===== config.mk =====
export PLATFORM = sky130hd
export DESIGN_NAME = mem_sram_if_flat
export DESIGN_NICKNAME = d
export VERILOG_FILES = /design/src/rtl/mem_sram_if_pkg.sv /design/src/rtl/mem_sram_if_if.sv /design/src/rtl/mem_req_fifo.sv /design/src/rtl/mem_sram_if.sv /design/src/flat_wrapper.sv
export SDC_FILE = /design/constraint.sdc
export NUM_CORES = 1
export LEC_CHECK = 0
export CAP_MARGIN = 15
export CORE_MARGIN = 2
export CORE_UTILIZATION = 33
export DETAILED_ROUTE_END_ITERATION = 8
export PLACE_DENSITY = 0.84
export SETUP_SLACK_MARGIN = 0.2
export SLEW_MARGIN = 20
export SYNTH_ARGS = -nofsm -noshare
export SYNTH_HDL_FRONTEND = slang
export SYNTH_SLANG_ARGS = --single-unit

===== constraint.sdc =====
create_clock -name clk -period 3.2 [get_ports clk]
set_input_delay 0.64 -clock clk [delete_from_list [all_inputs] [get_ports clk]]
set_output_delay 0.64 -clock clk [all_outputs]
set_load 0.01 [all_outputs]

===== src/rtl/mem_sram_if_pkg.sv =====
// Shared types and lane helpers for the MEM-stage to SRAM-bus bridge.
// Pure declarations and functions; no state, no latency, no backpressure.
// Store lanes are replicated; load lanes are selected, then extended.
package mem_if_pkg;

    localparam logic [1:0] SIZE_BYTE = 2'b00;
    localparam logic [1:0] SIZE_HALF = 2'b01;
    localparam logic [1:0] SIZE_WORD = 2'b10;

    typedef struct packed {
        logic       wr;
        logic [1:0] size;
        logic       sgn;
        logic [1:0] off;
        logic       drop;
    } mem_entry_t;

    function automatic logic [31:0] align_wdata(input logic [1:0] size, input logic [31:0] wdata);
        case (size)
            SIZE_BYTE: align_wdata = {4{wdata[7:0]}};
            SIZE_HALF: align_wdata = {2{wdata[15:0]}};
            default:   align_wdata = wdata;
        endcase
    endfunction

    function automatic logic [31:0] extract_rdata(input mem_entry_t e, input logic [31:0] rdata);
        logic [7:0]  b;
        logic [15:0] h;
        case (e.off)
            2'd0:    b = rdata[7:0];
            2'd1:    b = rdata[15:8];
            2'd2:    b = rdata[23:16];
            default: b = rdata[31:24];
        endcase
        h = e.off[1] ? rdata[31:16] : rdata[15:0];
        if (e.wr) begin
            extract_rdata = '0;
        end else begin
            case (e.size)
                SIZE_BYTE: extract_rdata = {{24{e.sgn & b[7]}}, b};
                SIZE_HALF: extract_rdata = {{16{e.sgn & h[15]}}, h};
                default:   extract_rdata = rdata;
            endcase
        end
    endfunction

endpackage


===== src/rtl/mem_sram_if_if.sv =====
// SRAM-like data bus: req/addr_ok request phase, in-order data_ok response phase.
// Master is the bridge; slave is the data memory.
interface mem_sram_if_if;
    logic        data_req;
    logic        data_wr;
    logic [1:0]  data_size;
    logic [31:0] data_addr;
    logic [31:0] data_wdata;
    logic        data_addr_ok;
    logic        data_data_ok;
    logic [31:0] data_rdata;

    modport master (
        output data_req, data_wr, data_size, data_addr, data_wdata,
        input  data_addr_ok, data_data_ok, data_rdata
    );

    modport slave (
        input  data_req, data_wr, data_size, data_addr, data_wdata,
        output data_addr_ok, data_data_ok, data_rdata
    );
endinterface


===== src/rtl/mem_req_fifo.sv =====
// In-order tracker of outstanding bus transactions with broadcast drop marking.
// Head visible combinationally; push/pop take effect at the clock edge.
// Push is ignored when full unless a pop frees the slot in the same cycle.
module mem_req_fifo
    import mem_if_pkg::*;
#(
    parameter int DEPTH = 4
) (
    input  logic       clk,
    input  logic       rst,
    input  logic       push,
    input  mem_entry_t push_entry,
    input  logic       pop,
    input  logic       mark_drop,
    output mem_entry_t head,
    output logic       full,
    output logic       empty
);
    localparam int AW = $clog2(DEPTH);
    localparam int CW = AW + 1;

    mem_entry_t     ent [DEPTH];
    logic [AW-1:0]  wr_ptr;
    logic [AW-1:0]  rd_ptr;
    logic [CW-1:0]  count;
    logic           do_push;
    logic           do_pop;

    assign full    = (count == CW'(DEPTH));
    assign empty   = (count == '0);
    assign do_pop  = pop && !empty;
    assign do_push = push && (!full || do_pop);
    assign head    = ent[rd_ptr];

    always_ff @(posedge clk) begin
        if (rst) begin
            wr_ptr <= '0;
            rd_ptr <= '0;
            count  <= '0;
            for (int i = 0; i < DEPTH; i++) ent[i] <= '0;
        end else begin
            // Marking every slot is safe: free slots are overwritten on push.
            if (mark_drop) begin
                for (int i = 0; i < DEPTH; i++) ent[i].drop <= 1'b1;
            end
            if (do_push) begin
                ent[wr_ptr] <= push_entry;
                wr_ptr      <= wr_ptr + AW'(1);
            end
            if (do_pop) rd_ptr <= rd_ptr + AW'(1);
            if (do_push && !do_pop)      count <= count + CW'(1);
            else if (do_pop && !do_push) count <= count - CW'(1);
        end
    end
endmodule


===== src/rtl/mem_sram_if.sv =====
// Bridges MEM-stage loads/stores onto the SRAM bus with in-order outstanding tracking.
// Request and response are combinational; response d cycles after accept for delay-d memory.
// Stalls mem_ready when the tracker is full, unless data_ok frees a slot in the same cycle.
module mem_sram_if
    import mem_if_pkg::*;
#(
    parameter int MAX_OUTSTANDING = 4
) (
    input  logic        clk,
    input  logic        rst,
    input  logic        mem_valid,
    input  logic        mem_wr,
    input  logic [1:0]  mem_size,
    input  logic        mem_signed,
    input  logic [31:0] mem_addr,
    input  logic [31:0] mem_wdata,
    input  logic        flush,
    output logic        mem_ready,
    output logic        mem_misalign,
    output logic        resp_valid,
    output logic [31:0] resp_rdata,
    output logic        protocol_err,
    mem_sram_if_if.master bus
);
    logic [1:0] size_n;
    logic       misalign_raw;
    logic       fifo_full;
    logic       fifo_empty;
    logic       pop;
    logic       accept;
    mem_entry_t head;
    mem_entry_t push_entry;

    assign size_n       = (mem_size == 2'b11) ? SIZE_WORD : mem_size;
    assign misalign_raw = ((size_n == SIZE_HALF) && mem_addr[0]) ||
                          ((size_n == SIZE_WORD) && (mem_addr[1:0] != 2'b00));
    assign mem_misalign = mem_valid && misalign_raw;

    // data_ok -> data_req path lets a full tracker still accept when a slot frees.
    assign pop          = bus.data_data_ok && !fifo_empty;
    assign bus.data_req = mem_valid && !misalign_raw && !flush && !rst && (!fifo_full || pop);
    assign bus.data_wr    = mem_wr;
    assign bus.data_size  = size_n;
    assign bus.data_addr  = mem_addr;
    assign bus.data_wdata = align_wdata(size_n, mem_wdata);

    assign accept    = bus.data_req && bus.data_addr_ok;
    assign mem_ready = accept || (mem_valid && misalign_raw && !rst);

    assign push_entry = '{wr: mem_wr, size: size_n, sgn: mem_signed, off: mem_addr[1:0], drop: 1'b0};

    assign resp_valid = pop && !head.drop && !rst;
    assign resp_rdata = (pop && !rst) ? extract_rdata(head, bus.data_rdata) : '0;

    mem_req_fifo #(.DEPTH(MAX_OUTSTANDING)) u_fifo (
        .clk        (clk),
        .rst        (rst),
        .push       (accept),
        .push_entry (push_entry),
        .pop        (pop),
        .mark_drop  (flush),
        .head       (head),
        .full       (fifo_full),
        .empty      (fifo_empty)
    );

    always_ff @(posedge clk) begin
        if (rst) begin
            protocol_err <= 1'b0;
        end else if (bus.data_data_ok && fifo_empty) begin
            protocol_err <= 1'b1;
        end
    end
endmodule


===== src/flat_wrapper.sv =====
// flat-port wrapper written by rule: the top's interface ports become plain ports
module mem_sram_if_flat import mem_if_pkg::*;
#(
    parameter int MAX_OUTSTANDING = 4
)
  (clk, rst, mem_valid, mem_wr, mem_size, mem_signed, mem_addr, mem_wdata, flush, mem_ready, mem_misalign, resp_valid, resp_rdata, protocol_err, bus_data_req, bus_data_wr, bus_data_size, bus_data_addr, bus_data_wdata, bus_data_addr_ok, bus_data_data_ok, bus_data_rdata);
  mem_sram_if_if bus_i ();
  input  logic clk;
  input  logic rst;
  input  logic mem_valid;
  input  logic mem_wr;
  input  logic [1:0] mem_size;
  input  logic mem_signed;
  input  logic [31:0] mem_addr;
  input  logic [31:0] mem_wdata;
  input  logic flush;
  output logic mem_ready;
  output logic mem_misalign;
  output logic resp_valid;
  output logic [31:0] resp_rdata;
  output logic protocol_err;
  output wire logic [$bits(bus_i.data_req)-1:0] bus_data_req;
  output wire logic [$bits(bus_i.data_wr)-1:0] bus_data_wr;
  output wire logic [$bits(bus_i.data_size)-1:0] bus_data_size;
  output wire logic [$bits(bus_i.data_addr)-1:0] bus_data_addr;
  output wire logic [$bits(bus_i.data_wdata)-1:0] bus_data_wdata;
  input wire logic [$bits(bus_i.data_addr_ok)-1:0] bus_data_addr_ok;
  input wire logic [$bits(bus_i.data_data_ok)-1:0] bus_data_data_ok;
  input wire logic [$bits(bus_i.data_rdata)-1:0] bus_data_rdata;
  assign bus_data_req = bus_i.data_req;
  assign bus_data_wr = bus_i.data_wr;
  assign bus_data_size = bus_i.data_size;
  assign bus_data_addr = bus_i.data_addr;
  assign bus_data_wdata = bus_i.data_wdata;
  assign bus_i.data_addr_ok = bus_data_addr_ok;
  assign bus_i.data_data_ok = bus_data_data_ok;
  assign bus_i.data_rdata = bus_data_rdata;
  mem_sram_if #(.MAX_OUTSTANDING(MAX_OUTSTANDING)) u_core (.clk(clk), .rst(rst), .mem_valid(mem_valid), .mem_wr(mem_wr), .mem_size(mem_size), .mem_signed(mem_signed), .mem_addr(mem_addr), .mem_wdata(mem_wdata), .flush(flush), .mem_ready(mem_ready), .mem_misalign(mem_misalign), .resp_valid(resp_valid), .resp_rdata(resp_rdata), .protocol_err(protocol_err), .bus(bus_i));
endmodule

==> qor.txt <==
Number of synthesized flops with an enable pin: 24
Die area: 0.0105 mm²
Syn avg cell area: 9.75 µm²
Clk buf depth: 2
Final worst path period share: 0.997
Fraction of registers with async set/reset: 0
Residual DRC: 0
Synth Warn #: 0
First-pass GRT wire length: 16.3 mm
Top FF cell, synth: edfxtp_1
Vias in the first global route: 3291
Sink Count: 38
Minimum clock period: 3190 ps
DR iter-0 viols: 164
Share of cells above drive strength 1: 0.402
Syn Nets: 441
Final setup viols: 0
Worst setup EP type: primary output
Top-area cell type share of the netlist area: 0.225
Via count: 3231
Htree depth: 2
Via density: 5.19
Maximum vdd drop: 0.168 mV
Starting density of the core: 0.344
Area contributors post-synth: edfxtp_1, buf_4, mux2i_1
DRT antenna net count: 0
Status: finished clean
Post-Syn Area: 0.00321 mm²
Final worst slack: 9.21 ps
IO Pins: 210
Max-cap violations: 0
Pwr Total: 2.03 mW
Root Buffer: clkbuf_8
N_diodes: 0
Slew Viols, Final: 0
Commonest non-fill, non-tap cell in the layout: clkdlybuf4s50_1
Clock transition at the registers of the reported paths: 70 ps
Wire per inst: 19.3 µm
RSZ-0062 raised after global routing: yes
Static leakage power: 2.33 nW
Place WS: -286 ps
Final #Nets: 604
Largest net degree at the start of global routing: 31
Initial DRT Pass Iterations: 4
TritonCTS clock tree: yes
Netlist cell types: 46
Synth area leader: edfxtp_1
PortBufs: 149
Clock latency on the worst-skew pair: 290 ps
# fillers: 763
Worst hold path type: register to register
WL final: 12.0 mm
Std cell rows: 35
Num CTS Buffers: 5
Die X: 103 µm
Slew headroom: 0.639
Hpwl dp: 8.48 mm
Worst slew pin tran: 526 ps
Most frequent cells in the layout: clkdlybuf4s50_1, buf_4, mux2i_1, and3_1, edfxtp_1
Worst Clk Skew: 5.30 ps
GRT overflow: 0
Routability congestion estimate: 0.823
Seq/Total Area, Yosys: 0.312
CP Launch Type: register
Fin. Hold Viols: 0
Initial antenna violation count: 0
Gate Count Post-Synth: 329
Crit Path Category: register to primary output
Worst Path Arrival: 2550 ps
Seq cells post-synth: 38
CP Max Fanout: 5
Core box area: 0.00933 mm²
Die Y-Extent: 103 µm
Fmax achieved: 313 MHz
Required @ worst endpoint: 2560 ps
Area growth syn-to-layout: 66.4%
Tot GR Track Use: 0.205
Power per cell area: 381 mW/mm²
-- stage by stage --
step           setup TNS [ps]  area [µm²]  hold WS (ps)   util  instances
2_1_floorplan               0        3220           449      -        329
3_3_place_gp            -5960        4680           459  0.502        573
3_5_place_dp            -6610        4680           466  0.502        573
4_1_cts                     0        4970           479  0.533        604
5_1_grt                  -205        5340           519  0.572        622
6_report                    0        5340           481  0.572        622
-- cell usage after synthesis (5+ instances only) --
cell type,count
a21o_2,7
a21oi_1,9
and3_1,25
buf_4,43
buf_6,5
clkbuf_1,8
dfxtp_1,14
edfxtp_1,24
ha_1,5
inv_1,8
mux2_2,17
mux2i_1,29
nand2_1,34
nor2_1,15
nor3_1,6
o21ai_0,15
o21ai_2,8
o221ai_1,8
-- routing by layer --
| metal | vias up | wire [µm] | GRT usage |
|---|---|---|---|
| li1 | 1473 | - | - |
| met1 | 1512 | 3820 | 0.185 |
| met2 | 199 | 6580 | 0.403 |
| met3 | 47 | 1120 | 0.0631 |
| met4 | 0 | 448 | 0.110 |
| met5 | - | 0 | 0 |
-- area by class of cell --
class                      count  area [µm²]  area share
multi-input combinational    223        2040       0.383
timing repair buffer         216        2020       0.379
inverter                       8        30.0     0.00563
clock buffer                   8        80.1      0.0150
tap                          129         161      0.0302
sequential                    38        1000       0.188
-- final timing paths --
check                                              from                      end  slack [ps]  cells after the start
worst max-delay path                           register           resp_rdata[16]           9                      8
worst min-delay path            u_core.u_fifo.ent[2][0]  u_core.u_fifo.ent[2][0]         480                      2
worst max register to register   u_core.u_fifo.count[0]   u_core.u_fifo.count[2]         620                     10
worst min register to register  u_core.u_fifo.ent[2][0]  u_core.u_fifo.ent[2][0]         480                      2
-- critical path, cell delays in order (launching register included) --
cell and delay, ps:
dfxtp_2 340, buf_12 120, buf_12 100, mux4_2 580, mux2i_1 470, mux2_4 330
buf_6 140, o21ai_2 60, buf_2 130
-- what timing repair did --
action,4_1_cts,5_1_grt
resized for setup,159,64
hold endpoints to repair,0,0
pin swaps,6,11
buffers inserted,21,16
endpoints found under the setup margin,56,35
gates cloned,2,2
hold buffers,0,0
-- registers in the layout, summed over array words and instances (netlist names), named ones only --
register,count
u_core.u_fifo.wr_ptr,2
u_core.u_fifo.ent,28
u_core.u_fifo.rd_ptr,2
u_core.protocol_err,1
u_core.u_fifo.count,3
-- where the power goes --
part | total [mW] | internal (mW) | switching (mW)
combinational | 1.12 | 0.607 | 0.512
clock | 0.306 | 0.154 | 0.152
sequential | 0.608 | 0.565 | 0.0438
-- cells by family (layout without fill, tap and decap cells) --
family	after synthesis	count (layout)	share of synthesized area
muxes	54	55	0.209
adders and majority gates	6	6	0.0257
AOI/OAI and AO/OA	55	55	0.122
and+or+nand+nor	102	102	0.174
buffers and inverters	69	232	0.144
xor gates and xnor gates	5	5	0.0137
DFF	38	38	0.312
Power figures use the tool's default switching activity.
==> patch: new RTL, same settings <==
`MAX_OUTSTANDING` is set to 4 in 2 places; all go to 8.
--- a/src/rtl/mem_sram_if.sv
+++ b/src/rtl/mem_sram_if.sv
@@ -4,7 +4,7 @@
 module mem_sram_if
     import mem_if_pkg::*;
 #(
-    parameter int MAX_OUTSTANDING = 4
+    parameter int MAX_OUTSTANDING = 8
 ) (
     input  logic        clk,
     input  logic        rst,
--- a/src/flat_wrapper.sv
+++ b/src/flat_wrapper.sv
@@ -1,7 +1,7 @@
 // flat-port wrapper written by rule: the top's interface ports become plain ports
 module mem_sram_if_flat import mem_if_pkg::*;
 #(
-    parameter int MAX_OUTSTANDING = 4
+    parameter int MAX_OUTSTANDING = 8
 )
   (clk, rst, mem_valid, mem_wr, mem_size, mem_signed, mem_addr, mem_wdata, flush, mem_ready, mem_misalign, resp_valid, resp_rdata, protocol_err, bus_data_req, bus_data_wr, bus_data_size, bus_data_addr, bus_data_wdata, bus_data_addr_ok, bus_data_data_ok, bus_data_rdata);
   mem_sram_if_if bus_i ();
Check against the original RTL: not equivalent (Yosys sat finds a counterexample within 10 cycles, from zero or initial values and one cycle with rst high).
==> patch against the unedited design <==
  * The flow now finishes with violations (setup timing)
  * Critical path depth increased by 1
  * Area after synthesis increased by 50%
  * Wire length grew 25%
  * Cell area up 35%
  * Utilization down 7.3 points
  * Combinational power grew 31%
  * Die area grew 48%
  * Sequential cell count grew 32
  * Total power is 81% higher
  * Worst setup slack lost 0.051 ns
  * Critical path type unchanged
  * Largest cell class unchanged
  * Highest routed layer unchanged
==> patch: results (changes against the unedited design) <==
REG2REGPATHDEPTH=13  # +3
TIMING.CRITICAL_PATH.TO='resp_rdata[24]'
FINAL_SETUP_VIOLATION_COUNT=17  # +17
FINAL_LAYOUT_SIZE_SUFFIX_GT1_SHARE_PCT=38.2  # -2.0 points
AVGVIACOUNTPERCELL=5.34  # +2.9%
WORST_SLEW_PIN_SLEW_NS=0.374  # -0.152 ns
LAYOUT_TOP_REGISTERS='u_core.u_fifo.ent (56), u_core.u_fifo.count (4)'
H_TREE_LEVELS=3  # +1
DRT_FIRST_ITER_VIOLATIONS=230  # +40%
SYNTH_COMMONEST_CELLS='sky130_fd_sc_hd__edfxtp_1 (48), sky130_fd_sc_hd__and2_1 (45), sky130_fd_sc_hd__buf_4 (41)'
SYNTH.NET_COUNT=566  # +28%
STATUS='finished, violations left'
PLACE_WORST_SETUP_SLACK_NS=-0.239  # +0.0473 ns
WL_MM=14.9  # +25%
DETAILED_PLACE_HPWL_MM=10.5  # +24%
FAILING_CHECKS='setup timing'
WORSTSKEWPAIRLATENCY_NS=0.33  # +0.04 ns
GRT_FIRST_PASS_WIRELENGTH_MM=23.5  # +44%
SYNTH.YOSYS.SEQ_AREA_SHARE_PCT=39.0  # +7.8 points
FF2FF_SETUP_SLACK_NS=0.79  # +0.17 ns
WORST_SLACK_NS=-0.0414  # -0.0506 ns
VIA_COUNT_OF_THE_FIRST_GLOBAL_ROUTING_PASS=4625  # +41%
CP.ARRIVAL_NS=2.60  # +0.05 ns
1ST_PASS_ROUTER_ITERATIONS=5  # +1
VDD_DROP_MAX_V=0.000319  # +90%
SYNTH_ENABLE_FLOP_CELLS=48  # +100%
patch: logic make-up after synthesis:
family	after synthesis	synth area share [%]
AOI/OAI and AO/OA	85	13.6
buffers and inverters	83	10.8
muxes	66	17.6
adders and majority gates	6	1.71
DFF	70	39.0
xor gates and xnor gates	6	1.09
and+or+nand+nor	138	16.2
patch: repair_timing:
| action | 4_1_cts | 5_1_grt |
|---|---|---|
| pin swaps | 15 | 21 |
| setup buffers | 10 | 2 |
| setup endpoints to repair | 51 | 41 |
| gates cloned | 3 | 1 |
| endpoints found under the hold margin | 0 | 0 |
| resized for setup | 178 | 21 |
patch: layer usage:
layer | global-route usage, % | wire length [um]
met5 | 0 | 0
met4 | 7.71 | 507
met1 | 20.8 | 5460
met3 | 4.98 | 1370
met2 | 34.1 | 7620
patch: through the flow:
stage | total power [mW] | instance area, sq um | util, % | instances | setup TNS, ns
floorplan | 1.87 | 4900 | - | 454 | 0
global placement | 2.30 | 6590 | 45.7 | 770 | -5.19
detailed placement | 2.34 | 6590 | 45.7 | 770 | -6.05
CTS | 3.59 | 7070 | 49.0 | 799 | -0.689
global route | 3.83 | 7200 | 49.9 | 802 | -2.31
finish | 3.68 | 7200 | 49.9 | 802 | -0.324
patch: layout make-up:
type	count	area, sq um
timing repair buffer	217	2010
sequential	70	1890
inverter	13	60.1
clock inverter	7	113
fill	1248	7220
tap	184	230
clock buffer	9	225
multi-input combinational	302	2680
patch: power by group:
part           leakage (nW)  internal, mW  switching, mW
Combinational          1.95         0.765          0.707
Clock                 0.165         0.756          0.368
Sequential            0.678          1.03         0.0516
Total                  2.79          2.55           1.13
patch: worst min-delay path: cells and delay by family, from the launching register on:
kind / cells / cell delay [ns]
flip-flops: 1 / 0.31
AND/OR/NAND/NOR: 2 / 0.12
patch: worst min-delay path by stage:
| stage | endpoint | slack (ns) | cells past startpoint |
|---|---|---|---|
| finish | u_core.u_fifo.ent[0][0] | 0.48 | 2 |
| global route | u_core.u_fifo.ent[0][0] | 0.49 | 2 |
| CTS | u_core.u_fifo.ent[0][0] | 0.48 | 2 |
| detailed placement | u_core.u_fifo.ent[0][0] | 0.47 | 2 |
| global placement | u_core.u_fifo.ent[0][0] | 0.46 | 2 |
| floorplan | u_core.u_fifo.ent[2][0] | 0.45 | 2 |
